===== config.mk =====
export PLATFORM = sky130hd
export DESIGN_NAME = note_arbiter
export DESIGN_NICKNAME = d
export VERILOG_FILES = /design/src/rtl/note_arbiter.sv
export SDC_FILE = /design/constraint.sdc
export NUM_CORES = 1
export LEC_CHECK = 0
export BUFFER_PORTS_ARGS = -buffer_cell sky130_fd_sc_hd__buf_4
export CAP_MARGIN = 20
export CORE_MARGIN = 5
export CORE_UTILIZATION = 40
export DETAILED_ROUTE_END_ITERATION = 10
export PLACE_DENSITY = 0.65
export SLEW_MARGIN = 10
export SYNTH_ARGS = -nofsm -noshare
export SYNTH_HDL_FRONTEND = slang
export SYNTH_SLANG_ARGS = --single-unit

===== constraint.sdc =====
create_clock -name clk_100M -period 6.1 [get_ports clk_100M]
set_input_delay 0.305 -clock clk_100M [delete_from_list [all_inputs] [get_ports clk_100M]]
set_output_delay 0.305 -clock clk_100M [all_outputs]
set_load 0.02 [all_outputs]

===== src/rtl/note_arbiter.sv =====
// note_arbiter: eight-key debounced monophonic arbiter with last-pressed
// priority, driving a square-wave tone whose half period comes from a
// fixed C4..C5 table counted in 1 MHz strobes.
module note_arbiter #(
  parameter int DEB_COUNT = 4,
  parameter int KEYS      = 8
) (
  input  logic            clk_100M,
  input  logic            rst,
  input  logic            tick_250,
  input  logic            tick_1M,
  input  logic [KEYS-1:0] keys_raw,
  output logic [KEYS-1:0] keys_db,
  output logic            note_valid,
  output logic [2:0]      note_idx,
  output logic            tone_out
);

  localparam int CW = $clog2(DEB_COUNT + 1);

  typedef enum logic {IDLE, PLAY} state_t;

  logic [KEYS-1:0] keys_meta_reg;
  logic [KEYS-1:0] keys_s_reg;
  logic [KEYS-1:0] keys_prev_reg;
  logic [KEYS-1:0] press;
  logic [KEYS-1:0] release_k;
  state_t          state_reg, state_next;
  logic [2:0]      note_idx_reg, note_idx_next;
  logic            load;
  logic [10:0]     counter_reg;
  logic            tone_reg;

  // Index of the lowest set bit (0 when the vector is empty).
  function automatic logic [2:0] lowest_bit(input logic [KEYS-1:0] v);
    lowest_bit = 3'd0;
    for (int i = KEYS - 1; i >= 0; i--) begin
      if (v[i]) lowest_bit = 3'(i);
    end
  endfunction

  // Half period of each note in 1 MHz ticks.
  function automatic logic [10:0] half_period(input logic [2:0] idx);
    case (idx)
      3'd0:    half_period = 11'd1911;
      3'd1:    half_period = 11'd1703;
      3'd2:    half_period = 11'd1517;
      3'd3:    half_period = 11'd1432;
      3'd4:    half_period = 11'd1276;
      3'd5:    half_period = 11'd1136;
      3'd6:    half_period = 11'd1012;
      default: half_period = 11'd956;
    endcase
  endfunction

  // Two-flop synchronizer for the raw key pins.
  always_ff @(posedge clk_100M or posedge rst) begin
    if (rst) begin
      keys_meta_reg <= '0;
      keys_s_reg    <= '0;
    end else begin
      keys_meta_reg <= keys_raw;
      keys_s_reg    <= keys_meta_reg;
    end
  end

  // One debouncer per key; a state change is accepted after DEB_COUNT
  // consecutive disagreeing 250 Hz samples, any agreement restarts the count.
  generate
    for (genvar gi = 0; gi < KEYS; gi++) begin : g_deb
      logic [CW-1:0] cnt_reg;
      logic          db_bit_reg;

      // Per-key debounce counter and accepted state.
      always_ff @(posedge clk_100M or posedge rst) begin
        if (rst) begin
          cnt_reg    <= '0;
          db_bit_reg <= 1'b0;
        end else if (tick_250) begin
          if (keys_s_reg[gi] != db_bit_reg) begin
            if (cnt_reg == CW'(DEB_COUNT - 1)) begin
              db_bit_reg <= ~db_bit_reg;
              cnt_reg    <= '0;
            end else begin
              cnt_reg <= cnt_reg + CW'(1);
            end
          end else begin
            cnt_reg <= '0;
          end
        end
      end

      assign keys_db[gi] = db_bit_reg;
    end
  endgenerate

  // Previous debounced state for edge detection.
  always_ff @(posedge clk_100M or posedge rst) begin
    if (rst) keys_prev_reg <= '0;
    else     keys_prev_reg <= keys_db;
  end

  assign press     = keys_db & ~keys_prev_reg;
  assign release_k = ~keys_db & keys_prev_reg;

  // Arbiter state and selected note register.
  always_ff @(posedge clk_100M or posedge rst) begin
    if (rst) begin
      state_reg    <= IDLE;
      note_idx_reg <= 3'd0;
    end else begin
      state_reg    <= state_next;
      note_idx_reg <= note_idx_next;
    end
  end

  // Next-state logic: a new press always wins, losing the sounding key
  // falls back to the lowest key still held.
  always_comb begin
    state_next    = state_reg;
    note_idx_next = note_idx_reg;
    load          = 1'b0;
    case (state_reg)
      IDLE: begin
        if (|press) begin
          note_idx_next = lowest_bit(press);
          load          = 1'b1;
          state_next    = PLAY;
        end
      end
      default: begin
        if (|press) begin
          note_idx_next = lowest_bit(press);
          load          = 1'b1;
        end else if (release_k[note_idx_reg]) begin
          if (|keys_db) begin
            note_idx_next = lowest_bit(keys_db);
            load          = 1'b1;
          end else begin
            state_next = IDLE;
          end
        end
      end
    endcase
  end

  // Tone divider; a load restarts the waveform low and swallows a
  // coincident 1 MHz tick.
  always_ff @(posedge clk_100M or posedge rst) begin
    if (rst) begin
      counter_reg <= 11'd0;
      tone_reg    <= 1'b0;
    end else if (load) begin
      counter_reg <= half_period(note_idx_next) - 11'd1;
      tone_reg    <= 1'b0;
    end else if (state_next == IDLE) begin
      tone_reg <= 1'b0;
    end else if (tick_1M) begin
      if (counter_reg == 11'd0) begin
        tone_reg    <= ~tone_reg;
        counter_reg <= half_period(note_idx_reg) - 11'd1;
      end else begin
        counter_reg <= counter_reg - 11'd1;
      end
    end
  end

  assign note_valid = (state_reg == PLAY);
  assign note_idx   = note_idx_reg;
  assign tone_out   = tone_reg;

endmodule

# Word-level counts from Yosys, hierarchy flattened
# Index checks and enable logic that the tools add are counted.
# word_totals
regBits,72
latch_bits,0
ramBits,0
rom_bits,0
input_bits,12
output_inout_bits,13
wordCells,157
memories,0
# op_classes
addsub,11
n_mul,0
div_mod_pow,0
n_lt_le_gt_ge,1
n_eq_ne,30
shift,0
n_mux,62
n_bitwise,13
reduce_logical,17
# op_table
op,count
case mux 11 bit (7 select lines),2
two-way mux 3 bit,37
two-way mux 11 bit,9
equality test 3 x 2 -> 1 bit (second input constant),12
subtractor 11 x 1 -> 11 bit (second input constant),3
adder 3 x 1 -> 3 bit (second input constant),8
AND reduction 3 bit,8
equality test 3 bit (second input constant),6
AND 8 bit,2
NOT 8 bit,2
OR reduction 8 bit,2
two-way mux 1 bit,13
zero test 11 bit,1
NOT 1 bit,9
!= test 1 bit,8
equality test 3 x 1 -> 1 bit (second input constant),2
zero test 3 bit,2
less-than comparator 3 x 4 -> 1 bit (second input constant),1
AND reduction 2 bit,2
nonzero test 2 bit,2
binary-select mux 1 bit (select 3 bit),1
!= test 3 x 1 -> 1 bit (second input constant),1
!= test 3 x 2 -> 1 bit (second input constant),1

# Logic depth before layout (Yosys ltp)
# Gate-level depths: netlist of run 1.
# depth
depth_word,17
mapped_depth,14
depth_no_buf,12

# Least setup slack after synthesis of run 1
# OpenSTA, ideal clock, no wires.
# synth_path
path_kind,reg-to-reg
startpoint,"register note_idx_reg[0], in the netlist note_idx[0]"
endpoint,register counter_reg[6]
setup_ps,125
t_arrival_ps,3272
required_ps,5975
slack_ps,2703
stages_incl_launch_ff,14
n_path_buf,1
synth_period_minus_slack_ps,3397
cell_sequence,dfrtp_1 -> buf_6 -> inv_4 -> mux4_2 -> a32oi_4 -> mux2i_1 -> o211ai_1 -> a21oi_4 -> ha_1 -> inv_1 -> a31oi_4 -> nand4_1 -> xor2_1 -> mux2_4
# synth_between
elab_chain_cells,11
word_cells_on_any_way,43
cone_classes,add/sub (2); eq/ne (12); mux (24); reduce/logical (5)
# synth_lines
item,line_no,source
"start, declared",29,"logic [2:0] note_idx_reg, note_idx_next;"
"start signal, assigned",113,note_idx_reg <= note_idx_next;
branches (longest 11 deep; another with subtractor 11 x 1 -> 11 bit),n/a,
"end signal, assigned",154,counter_reg <= half_period(note_idx_next) - 11'd1;
"end signal, assigned",161,counter_reg <= half_period(note_idx_reg) - 11'd1;
"end signal, assigned",163,counter_reg <= counter_reg - 11'd1;
"end, declared",31,logic [10:0] counter_reg;
# Several ways; the timed one is not identified. The select of a mux whose other input is x is not followed.
# A chain may end at the register's enable or synchronous reset.

# Worst setup path after layout of run 1
# layout_path
startpoint,register g_deb[4].db_bit_reg
endpoint,register counter_reg[10]
# layout_between
elab_chain_cells,14
word_cells_on_any_way,44
cone_classes,add/sub (1); eq/ne (6); mux (28); bitwise (3); reduce/logical (6)
# layout_lines
item,line_no,source
"start, declared",72,logic db_bit_reg;
"start signal, assigned",82,db_bit_reg <= ~db_bit_reg;
two-way mux 3 bit (5 in a row),38,if (v[i]) lowest_bit = 3'(i);
two-way mux 3 bit,136,if (|keys_db) begin
two-way mux 3 bit,135,end else if (release_k[note_idx_reg]) begin
two-way mux 3 bit,132,if (|press) begin
two-way mux 3 bit,123,case (state_reg)
equality test 3 bit (tied with other cells),44,case (idx)
case mux 11 bit (7 select lines),44,
two-way mux 11 bit,153,end else if (load) begin
subtractor 11 x 1 -> 11 bit,154,
two-way mux 11 bit,153,
# Several ways; a longest one is shown, not always the timed one. The select of a mux whose other input is x is not followed.

==> results of run 1 <==
where the power goes:
| part | internal (uW) | total [uW] | switching, uW |
|---|---|---|---|
| clock network | 239 | 414 | 175 |
| logic | 636 | 1460 | 828 |
| registers | 633 | 816 | 183 |
| total | 1510 | 2690 | 1190 |
synth_stat cells, types with 3 or more instances:
cell type  count  area [um^2]
nor4_1         5         31.3
nand4_1        4         25.0
xnor2_1        9         78.8
nor2b_1       15         93.8
nor3_1         7         35.0
mux2_2        18          203
o21ai_0       14         70.1
and2_1         5         31.3
nand2_1       28          105
a21oi_1       16         80.1
nand3b_1       7         52.6
nand2b_1      11         68.8
clkbuf_1       8         30.0
a21o_1         3         22.5
buf_2          6         30.0
ha_1           9          113
o22ai_1        8         50.1
a21boi_0       7         52.6
mux2i_1        4         40.0
o31ai_1        3         22.5
xor2_1        11         96.3
dfrtp_1       72         1800
nor2_1        29          109
o211ai_1       3         22.5
o21bai_1       3         22.5
a31oi_1        3         18.8
inv_1         20         75.1
buf_4          8         60.1
per-stage QoR:
stage | setup WS (ns) | power, uW | instances | utilization | cell area [um^2]
detailed placement | 2.41 | 2270 | 521 | 0.431 | 4190
CTS | 2.37 | 2700 | 536 | 0.453 | 4410
global placement | 2.60 | 2230 | 521 | 0.431 | 4190
finish | 2.31 | 2690 | 536 | 0.453 | 4410
floorplan | 2.70 | 1990 | 386 | - | 3970
global route | 2.02 | 2910 | 536 | 0.453 | 4410
cell type report:
| class | instances | area [um^2] |
|---|---|---|
| clock buffer | 10 | 138 |
| clock inverter | 5 | 81.3 |
| fill | 902 | 5320 |
| inverter | 23 | 88.8 |
| multi-input combinational | 267 | 1940 |
| sequential | 72 | 1800 |
| tap | 133 | 166 |
| timing repair buffer | 26 | 195 |
per-layer routing:
metal | share of wire | global-route usage | vias to the layer above
met5 | 0 | 0 | -
met4 | 0.019 | 0.0481 | 0
met3 | 0.057 | 0.0558 | 13
met2 | 0.47 | 0.229 | 69
met1 | 0.46 | 0.183 | 1371
li1 | - | - | 1384
worst paths after layout:
path	from	endpoint	slack, ns	depth (start not counted)
min in group asynchronous	rst	g_deb[7].cnt_reg[1]	0.22	3
hold reg to reg	keys_meta_reg[2]	keys_s_reg[2]	0.35	0
setup / recovery	g_deb[4].db_bit_reg	counter_reg[10]	2.31	11
setup reg to reg	g_deb[4].db_bit_reg	counter_reg[10]	2.31	11
hold / removal	keys_raw[0]	keys_meta_reg[0]	0.06	1
max in group asynchronous	rst	counter_reg[5]	5.31	3
worst max-delay path: cells and delay by family (launching register included):
| kind | cells | cell delay, ns |
|---|---|---|
| AOI/OAI and AO/OA | 5 | 1.27 |
| muxes | 2 | 0.60 |
| adders and majority gates | 1 | 0.22 |
| and+or+nand+nor | 3 | 1.11 |
| DFF | 1 | 0.48 |
cells by family after synthesis:
kind of cell               count (synthesis)  synth area share
AOI/OAI and AO/OA                         84             0.161
DFF                                       72             0.454
buffers and inverters                     47            0.0565
and+or+nand+nor                          127             0.172
adders and majority gates                  9            0.0284
xor gates and xnor gates                  21            0.0483
muxes                                     26            0.0801
==> run metrics, run 1 <==
largest net degree at the start of global routing=73; Max VDD drop=about 0.26 mV; post-synthesis register bit count=72; Slew HR=0.415; kind of end point of the critical path=flop; initial core utilization=0.408; first-pass GRT wire length=between 10000 and 15000 um; DRC Markers=0; CTS tree=done; 1st-iter DRT viols=about 120; vias in the first global route=between 2000 and 3000; ys async rst share=1.00; grt total ovfl=0; clk_skew=0.00965 ns; Fin Hold WS=0.0618 ns; Worst Path Max Fanout=9; via count=2837; fmax=roughly 260 MHz; fraction of layout cells with a size suffix above 1=0.206; Final Wtd Congestion=0.911; Max clock buf depth=2; post-route setup TNS=0 ns; # H-tree levels=3; Post-CTS Setup Inserts=0; Boundary Pins=25; slowest stage cell, crit path=nor4_1; CTS Buf Count=9; Core Rows=36; Die X=110 um; commonest cells after routing, fill and taps aside=72 x dfrtp_1, 29 x nor2_1, 28 x nand2_1, 26 x buf_4, 19 x inv_1; drt first pass iters=4; Post-Syn Area=~4000 um^2; leakage=0.00188 uW; clk sinks=72; Worst path most repeated cell=mux2i_1; worst min path class=in -> reg; Root Driver=clkbuf_8; chip height=110 um; final hold vios=0; Worst-Skew Late Latency=about 0.34 ns; Syn Nets=approximately 410; Final setup viols=0; Worst setup SP type=flop; number of I/O port buffers=24; n_diodes=0; period utilization=0.621; RSZ-0062 raised after global routing=no; WP data arrival=between 4 and 5 ns; Core Footprint=between 9000 and 10000 um^2; Worst-path clk slew=0.08 ns; Tmin final=3.79 ns; die area=12000 um^2; status=finished, final reports clean; Antenna Violating Nets Remaining=0; commonest non-fill, non-tap cell in the layout=dfrtp_1; Syn Inst Count=around 390; post-cts sizing count=0; dpl hpwl=5600 um; sequential area share after synthesis=0.454; DR WL/cell=between 10 and 15 um; drt via density=5.29; global-route usage over all layers=0.145; Yosys Warn Count=0; kind of critical path=reg -> reg; Post-synth top flop=dfrtp_1; max reg flops=24; Least-Margin Pin Slew=roughly 0.9 ns; final wirelength=7880 um; fin. max-slew vios=0; PD cells=610 nW/um^2; Mean Syn Cell Area=10.3 um^2; CP Data Required Time=6.33 ns; Final nets=420; area delta synth->final=11.2%; Cell variety after synth=66; Post-synth EDFFs=0; CP max stage delay=around 0.65 ns; number of max-cap violations=0; antenna violations before repair=0; Critical Path, Cell by Cell=nor4_1, nand2_1, a32oi_4, mux2i_1, o211ai_1, a21oi_4, ha_1, and4_1, o2111ai_2, mux2i_1, a211o_1; hold_buf cts=0
No activity file was read; power rests on OpenSTA's default activity.
==> run 2, diff against run 1 <==
clock period = 3.5 ns   (was 6.1 ns; I/O delays follow)
==> run metrics, run 2 (synthesized netlist as in run 1, its figures left out) <==
Root Driver=clkbuf_8 (unchanged); number of I/O port buffers=24 (unchanged); CTS Buf Count=9 (unchanged); PD cells=1060 nW/um^2 (was 610 nW/um^2); Worst path most repeated cell=nand4_1 (was mux2i_1); worst r2r src=g_deb[5].db_bit_reg (was g_deb[4].db_bit_reg); CTS tree=done (unchanged); vias in the first global route=2933 (was 2841); kind of end point of the critical path=flop (unchanged); area delta synth->final=16.1% (was 11.2%); Slew HR=0.452 (was 0.415); clk sinks=72 (unchanged); Worst-path clk slew=0.08 ns (about the same); Final nets=440 (was 420); commonest non-fill, non-tap cell in the layout=dfrtp_1 (unchanged); Die X=110 um (unchanged); worst min path class=in -> reg (unchanged); RSZ-0062 raised after global routing=no (unchanged); grt total ovfl=0 (unchanged); # H-tree levels=3 (unchanged); post-route setup TNS=0 ns (unchanged); die area=12000 um^2 (unchanged); Core Footprint=9730 um^2 (unchanged); fmax=310 MHz (was 264 MHz); commonest cells after routing, fill and taps aside=72 x dfrtp_1, 37 x buf_4, 29 x nor2_1, 28 x nand2_1, 19 x inv_1 (was 72 x dfrtp_1, 29 x nor2_1, 28 x nand2_1, 26 x buf_4, 19 x inv_1); Post-Route Utilization=0.473 (was 0.453); Tmin final=3.22 ns (was 3.79 ns); final instance area=4610 um^2 (was 4410 um^2); DRC Markers=0 (unchanged); depth of the worst register-to-register path=12 (was 11); number of max-cap violations=0 (unchanged); DP Area=4280 um^2 (was 4190 um^2); slowest stage cell, crit path=a2111oi_1 (was nor4_1); setup slack, reg-to-reg=0.28 ns (was 2.31 ns); global-route usage over all layers=0.150 (was 0.145); Worst Path Max Fanout=9 (unchanged); RR Endpoint=counter_reg[6] (was counter_reg[10]); kind of critical path=reg -> reg (unchanged); Max VDD drop=0.400 mV (was 0.259 mV); n_diodes=0 (unchanged); final hold vios=0 (unchanged); delay-heaviest family, CP=compound AO/OA/AOI/OAI gates (unchanged); Least-Margin Pin Slew=0.817 ns (was 0.878 ns); WP data arrival=3.45 ns (was 4.02 ns); Core Rows=36 (unchanged); Critical Path, Cell by Cell=nand2b_1, nand4_1, a2111oi_1, mux2_2, o211ai_1, a21oi_4, ha_1, inv_1, a31oi_4, nand4_1, xor2_1, mux2_4 (was nor4_1, nand2_1, a32oi_4, mux2i_1, o211ai_1, a21oi_4, ha_1, and4_1, o2111ai_2, mux2i_1, a211o_1); Worst-Skew Late Latency=0.34 ns (about the same); Boundary Pins=25 (unchanged); via count=2901 (was 2837); fraction of layout cells with a size suffix above 1=0.222 (was 0.206); initial core utilization=0.408 (unchanged); drt via density=5.22 (was 5.29); first-pass GRT wire length=14000 um (was 13700 um); Hold Path Origin=tick_1M (was keys_raw[0]); Antenna Violating Nets Remaining=0 (unchanged); Worst setup SP type=flop (unchanged); Hold Path End=tone_out (was keys_meta_reg[0]); Max clock buf depth=2 (unchanged); DR WL/cell=14.6 um (was 14.7 um); final wirelength=8110 um (was 7880 um); Final setup viols=0 (unchanged); dpl hpwl=5880 um (was 5600 um); fin. max-slew vios=0 (unchanged); period utilization=0.920 (was 0.621); antenna violations before repair=0 (unchanged); 1st-iter DRT viols=135 (was 118); max reg flops=24 (unchanged); largest net degree at the start of global routing=44 (was 73); CP Data Required Time=3.73 ns (was 6.33 ns); clk_skew=0.00830 ns (was 0.00965 ns); CP max stage delay=0.49 ns (was 0.65 ns); worst hold stages=4 (was 1); Final Wtd Congestion=0.943 (was 0.911); status=finished, final reports clean (unchanged); chip height=110 um (unchanged); drt first pass iters=4 (unchanged); leakage=0.00198 uW (was 0.00188 uW); CP Buf/Inv Count=1 (was 0)
run 2: cell count changes in the layout (fill, tap and decap cells not counted):
cell,before,now
buf_4,26,37
a2111oi_1,0,1
a2111oi_0,1,0
clkinv_4,1,0
clkinv_2,1,0
inv_6,0,2
dlygate4sd3_1,0,9
clkbuf_8,10,9
bufinv_16,2,3
run 2: layout make-up:
cell class	count	area [um^2]
timing repair buffer	46	368
inverter	23	88.8
multi-input combinational	267	1940
tap	133	166
clock inverter	6	115
fill	922	5120
sequential	72	1800
clock buffer	9	124
run 2: repair_timing:
item                                   CTS  global route
resized for setup                        0             1
buffers inserted                         0             0
hold buffers                             9             0
endpoints found under the hold margin   37             0
setup endpoints to repair                0             2
run 2: power by group:
| part | switching [uW] | internal [uW] |
|---|---|---|
| Sequential | 263 | 1100 |
| Combinational | 1540 | 1200 |
| Clock | 317 | 474 |
run 2: worst max path at each step:
stage | slack [ns] | cells after the start | endpoint | startpoint
6_report | 0.28 | 12 | counter_reg[6] | g_deb[5].db_bit_reg
5_1_grt | 0.04 | 12 | counter_reg[6] | g_deb[4].db_bit_reg
4_1_cts | 0.18 | 11 | counter_reg[10] | g_deb[5].db_bit_reg
3_5_place_dp | 0.20 | 11 | counter_reg[10] | g_deb[4].db_bit_reg
3_3_place_gp | 0.24 | 12 | counter_reg[6] | g_deb[4].db_bit_reg
2_1_floorplan | 0.10 | 13 | counter_reg[6] | note_idx[0]
run 2: stage by stage:
stage / cells / total power (uW) / setup slack (ns) / hold WS [ns]
floorplan: 386 / 3470 / 0.103 / 0.206
global route: 556 / 5290 / 0.0403 / 0.196
finish: 556 / 4890 / 0.278 / 0.215
detailed placement: 532 / 4070 / 0.203 / 0.286
global placement: 532 / 4020 / 0.240 / 0.285
CTS: 556 / 4910 / 0.177 / 0.191
run 2: metal layers:
layer	routed length [um]	share of wire	track usage	vias up
li1	-	-	-	1423
met1	3700	0.46	0.192	1399
met2	3850	0.47	0.243	70
met3	444	0.055	0.0440	9
met4	117	0.014	0.0490	0
met5	0	0	0	-
run 2: tightest hold or removal path, delay by kind of cell:
family | cells | cell delay, ns
buf+inv | 1 | 0.10
simple gates | 2 | 0.11
xor+xnor | 1 | 0.13
==> run 3, diff against run 2 <==
ABC_AREA = 1   (was not set)
CAP_MARGIN = 40   (was 20)
==> run metrics, run 3 <==
Final Wtd Congestion=0.938 (was 0.943); status=finished, final reports clean (unchanged); dpl hpwl=6050 um (was 5880 um); post-synthesis register bit count=72 (unchanged); Mean Syn Cell Area=8.06 um^2 (was 10.3 um^2); first-pass GRT wire length=14200 um (was 14000 um); clk_skew=0.0108 ns (was 0.00830 ns); number of I/O port buffers=24 (unchanged); period utilization=0.858 (was 0.920); die area=12000 um^2 (about the same); Yosys Warn Count=0 (unchanged); area delta synth->final=14.5% (was 16.1%); fin. max-slew vios=0 (unchanged); CTS Buf Count=9 (unchanged); Syn Nets=514 (was 407); antenna violations before repair=0 (unchanged); kind of critical path=reg -> reg (unchanged); Worst-Skew Late Latency=0.35 ns (was 0.34 ns); DRC Markers=0 (unchanged); clk sinks=72 (unchanged); global-route usage over all layers=0.150 (about the same); Non-Filler Instances=662 (was 556); drt first pass iters=5 (was 4); Syn Inst Count=493 (was 386); Synth area leaders=dfrtp_1 45%, nand2_1 12%, inv_1 5.9%, xor2_1 4.6%, nand3_1 3.1% (was dfrtp_1 45%, mux2_2 5.1%, ha_1 2.8%, nor2_1 2.7%, nand2_1 2.6%); largest net degree at the start of global routing=45 (was 44); WP data arrival=3.23 ns (was 3.45 ns); kind of end point of the critical path=flop (unchanged); CTS tree=done (unchanged); top-count cell post-synth=nand2_1 (was dfrtp_1); Worst Path Max Fanout=12 (was 9); Yosys top cell by area=dfrtp_1 (unchanged); dpl cells=637 (was 532); setup slack, reg-to-reg=0.50 ns (was 0.28 ns); Max clock buf depth=2 (unchanged); vias in the first global route=3211 (was 2933); Least-Margin Pin Slew=0.479 ns (was 0.817 ns); number of max-cap violations=0 (unchanged); Die X=110 um (about the same); top cell type's share of synthesized area=0.453 (was 0.454); worst min path class=in -> reg (unchanged); commonest cells after routing, fill and taps aside=122 x nand2_1, 72 x dfrtp_1, 61 x inv_1, 33 x nor2_1 (was 72 x dfrtp_1, 37 x buf_4, 29 x nor2_1, 28 x nand2_1, 19 x inv_1); commonest non-fill, non-tap cell in the layout=nand2_1 (was dfrtp_1); DR WL/cell=12.1 um (was 14.6 um); n_diodes=0 (unchanged); via count=3183 (was 2901); Cell variety after synth=38 (was 66); commonest cells in the netlist=122 x nand2_1, 72 x dfrtp_1, 62 x inv_1, 33 x nor2_1, 25 x nand3_1 (was 72 x dfrtp_1, 29 x nor2_1, 28 x nand2_1, 20 x inv_1, 18 x mux2_2); CP Data Required Time=3.72 ns (was 3.73 ns); Final setup viols=0 (unchanged); slowest stage cell, crit path=dfrtp_1 (was a2111oi_1); Root Driver=clkbuf_8 (unchanged); Final nets=545 (was 440); Boundary Pins=25 (unchanged); final hold vios=0 (unchanged); Worst path most repeated cell=nand2_1 (was nand4_1); Worst setup SP type=flop (unchanged); Post-Syn Area=3980 um^2 (was 3970 um^2); chip height=110 um (about the same); Critical Path, Cell by Cell=nor2_1, nand2_1, nand2_1, o21ai_2, nand2_2, nor2_2, nand3_1, nand3_2, nand3_2, nand2_1, nand2_2, o21ai_2, ha_1, nand2_2, nor2_2, nand2_1, nand2_1, nand2_1, nand2_1, o21ai_1 (was nand2b_1, nand4_1, a2111oi_1, mux2_2, o211ai_1, a21oi_4, ha_1, inv_1, a31oi_4, nand4_1, xor2_1, mux2_4); drt via density=4.81 (was 5.22); RSZ-0062 raised after global routing=no (unchanged); Post-CTS Setup Inserts=0 (unchanged); post-route setup TNS=0 ns (unchanged); ys async rst share=1.00 (unchanged); max reg flops=24 (unchanged); grt total ovfl=0 (unchanged); fmax=333 MHz (was 310 MHz); Core Footprint=9730 um^2 (unchanged); Slew HR=0.673 (was 0.452); post-route setup slack=0.497 ns (was 0.278 ns); fraction of layout cells with a size suffix above 1=0.176 (was 0.222); fill cell count=953 (was 922); initial core utilization=0.409 (was 0.408); Post-synth EDFFs=0 (unchanged); sequential area share after synthesis=0.453 (was 0.454); Antenna Violating Nets Remaining=0 (unchanged); # H-tree levels=3 (unchanged); Worst-path clk slew=0.08 ns (about the same); Post-synth top flop=dfrtp_1 (unchanged); 1st-iter DRT viols=106 (was 135); Tmin final=3.00 ns (was 3.22 ns); post-cts sizing count=0 (unchanged); Core Rows=36 (unchanged); CP max stage delay=0.59 ns (was 0.49 ns); Fin Hold WS=0.164 ns (was 0.215 ns); final wirelength=8000 um (was 8110 um); Placement Setup Slack=0.516 ns (was 0.203 ns)
==> run 3: cell types whose count changed after synthesis, moves of 8 or more <==
cell and delta:
inv_1 +42, inv_2 +11, mux2_2 -18, nand2_1 +94, nand2_2 +9, nand2b_1 -11
nand3_1 +23, nor2_2 +8, nor2b_1 -15, o21ai_1 +10, xnor2_1 -9, xor2_1 +10
==> run 3: repair_timing <==
action | CTS | global route
hold buffers | 9 | 0
hold endpoints to repair | 36 | 0
endpoints found under the setup margin | 0 | 0
==> run 3: stage by stage <==
step                instance area, um^2  utilization
floorplan                          3980            -
global placement                   4230        0.435
detailed placement                 4250        0.437
CTS                                4550        0.468
global route                       4550        0.468
finish                             4550        0.468
==> run 3: routing by layer <==
layer	wire, um	GRT usage	up-vias	share of wire
li1	-	-	1620	-
met1	3680	0.196	1471	0.46
met2	3760	0.238	71	0.47
met3	380	0.0352	21	0.047
met4	185	0.0659	0	0.023
met5	0	0	-	0
==> run 3: logic make-up (layout without fill, tap and decap cells) <==
family                     count (synthesis)  in the layout  synth area share
AOI/OAI and AO/OA                         70             70             0.108
xor gates and xnor gates                  21             21            0.0463
adders and majority gates                  9              9            0.0283
buffers and inverters                     91            127            0.0957
DFF                                       72             72             0.453
and+or+nand+nor                          230            230             0.268
==> run 3: final cells by class <==
class	count	area, um^2	share of cell area
flip-flops and latches	72	1800	0.396
multi-input cells	330	1790	0.394
repair buffers	35	298	0.0654
inverters	76	285	0.0627
well taps	133	166	0.0366
clock buffers	11	151	0.0333
clock inverters	5	55.1	0.0121
==> run 3: final timing paths <==
| kind | start | end | cells past startpoint |
|---|---|---|---|
| hold / removal | tick_1M | counter_reg[8] | 4 |
| hold reg to reg | keys_meta_reg[0] | keys_s_reg[0] | 0 |
| setup / recovery | note_idx[1] | counter_reg[10] | 20 |
| min in group asynchronous | rst | g_deb[0].cnt_reg[2] | 4 |
| setup reg to reg | note_idx[1] | counter_reg[10] | 20 |
| max in group asynchronous | rst | keys_s_reg[4] | 5 |
==> run 3: worst max-delay path, delay by kind of cell (launching register included) <==
kind / cells / cell delay [ns]
fa+ha+maj: 1 / 0.33
simple gates: 16 / 1.51
flops: 1 / 0.59
compound gates: 3 / 0.46
Power of run 3 is not shown: default switching activity piles up to over one toggle a cycle in this logic, so the estimate is an artifact.
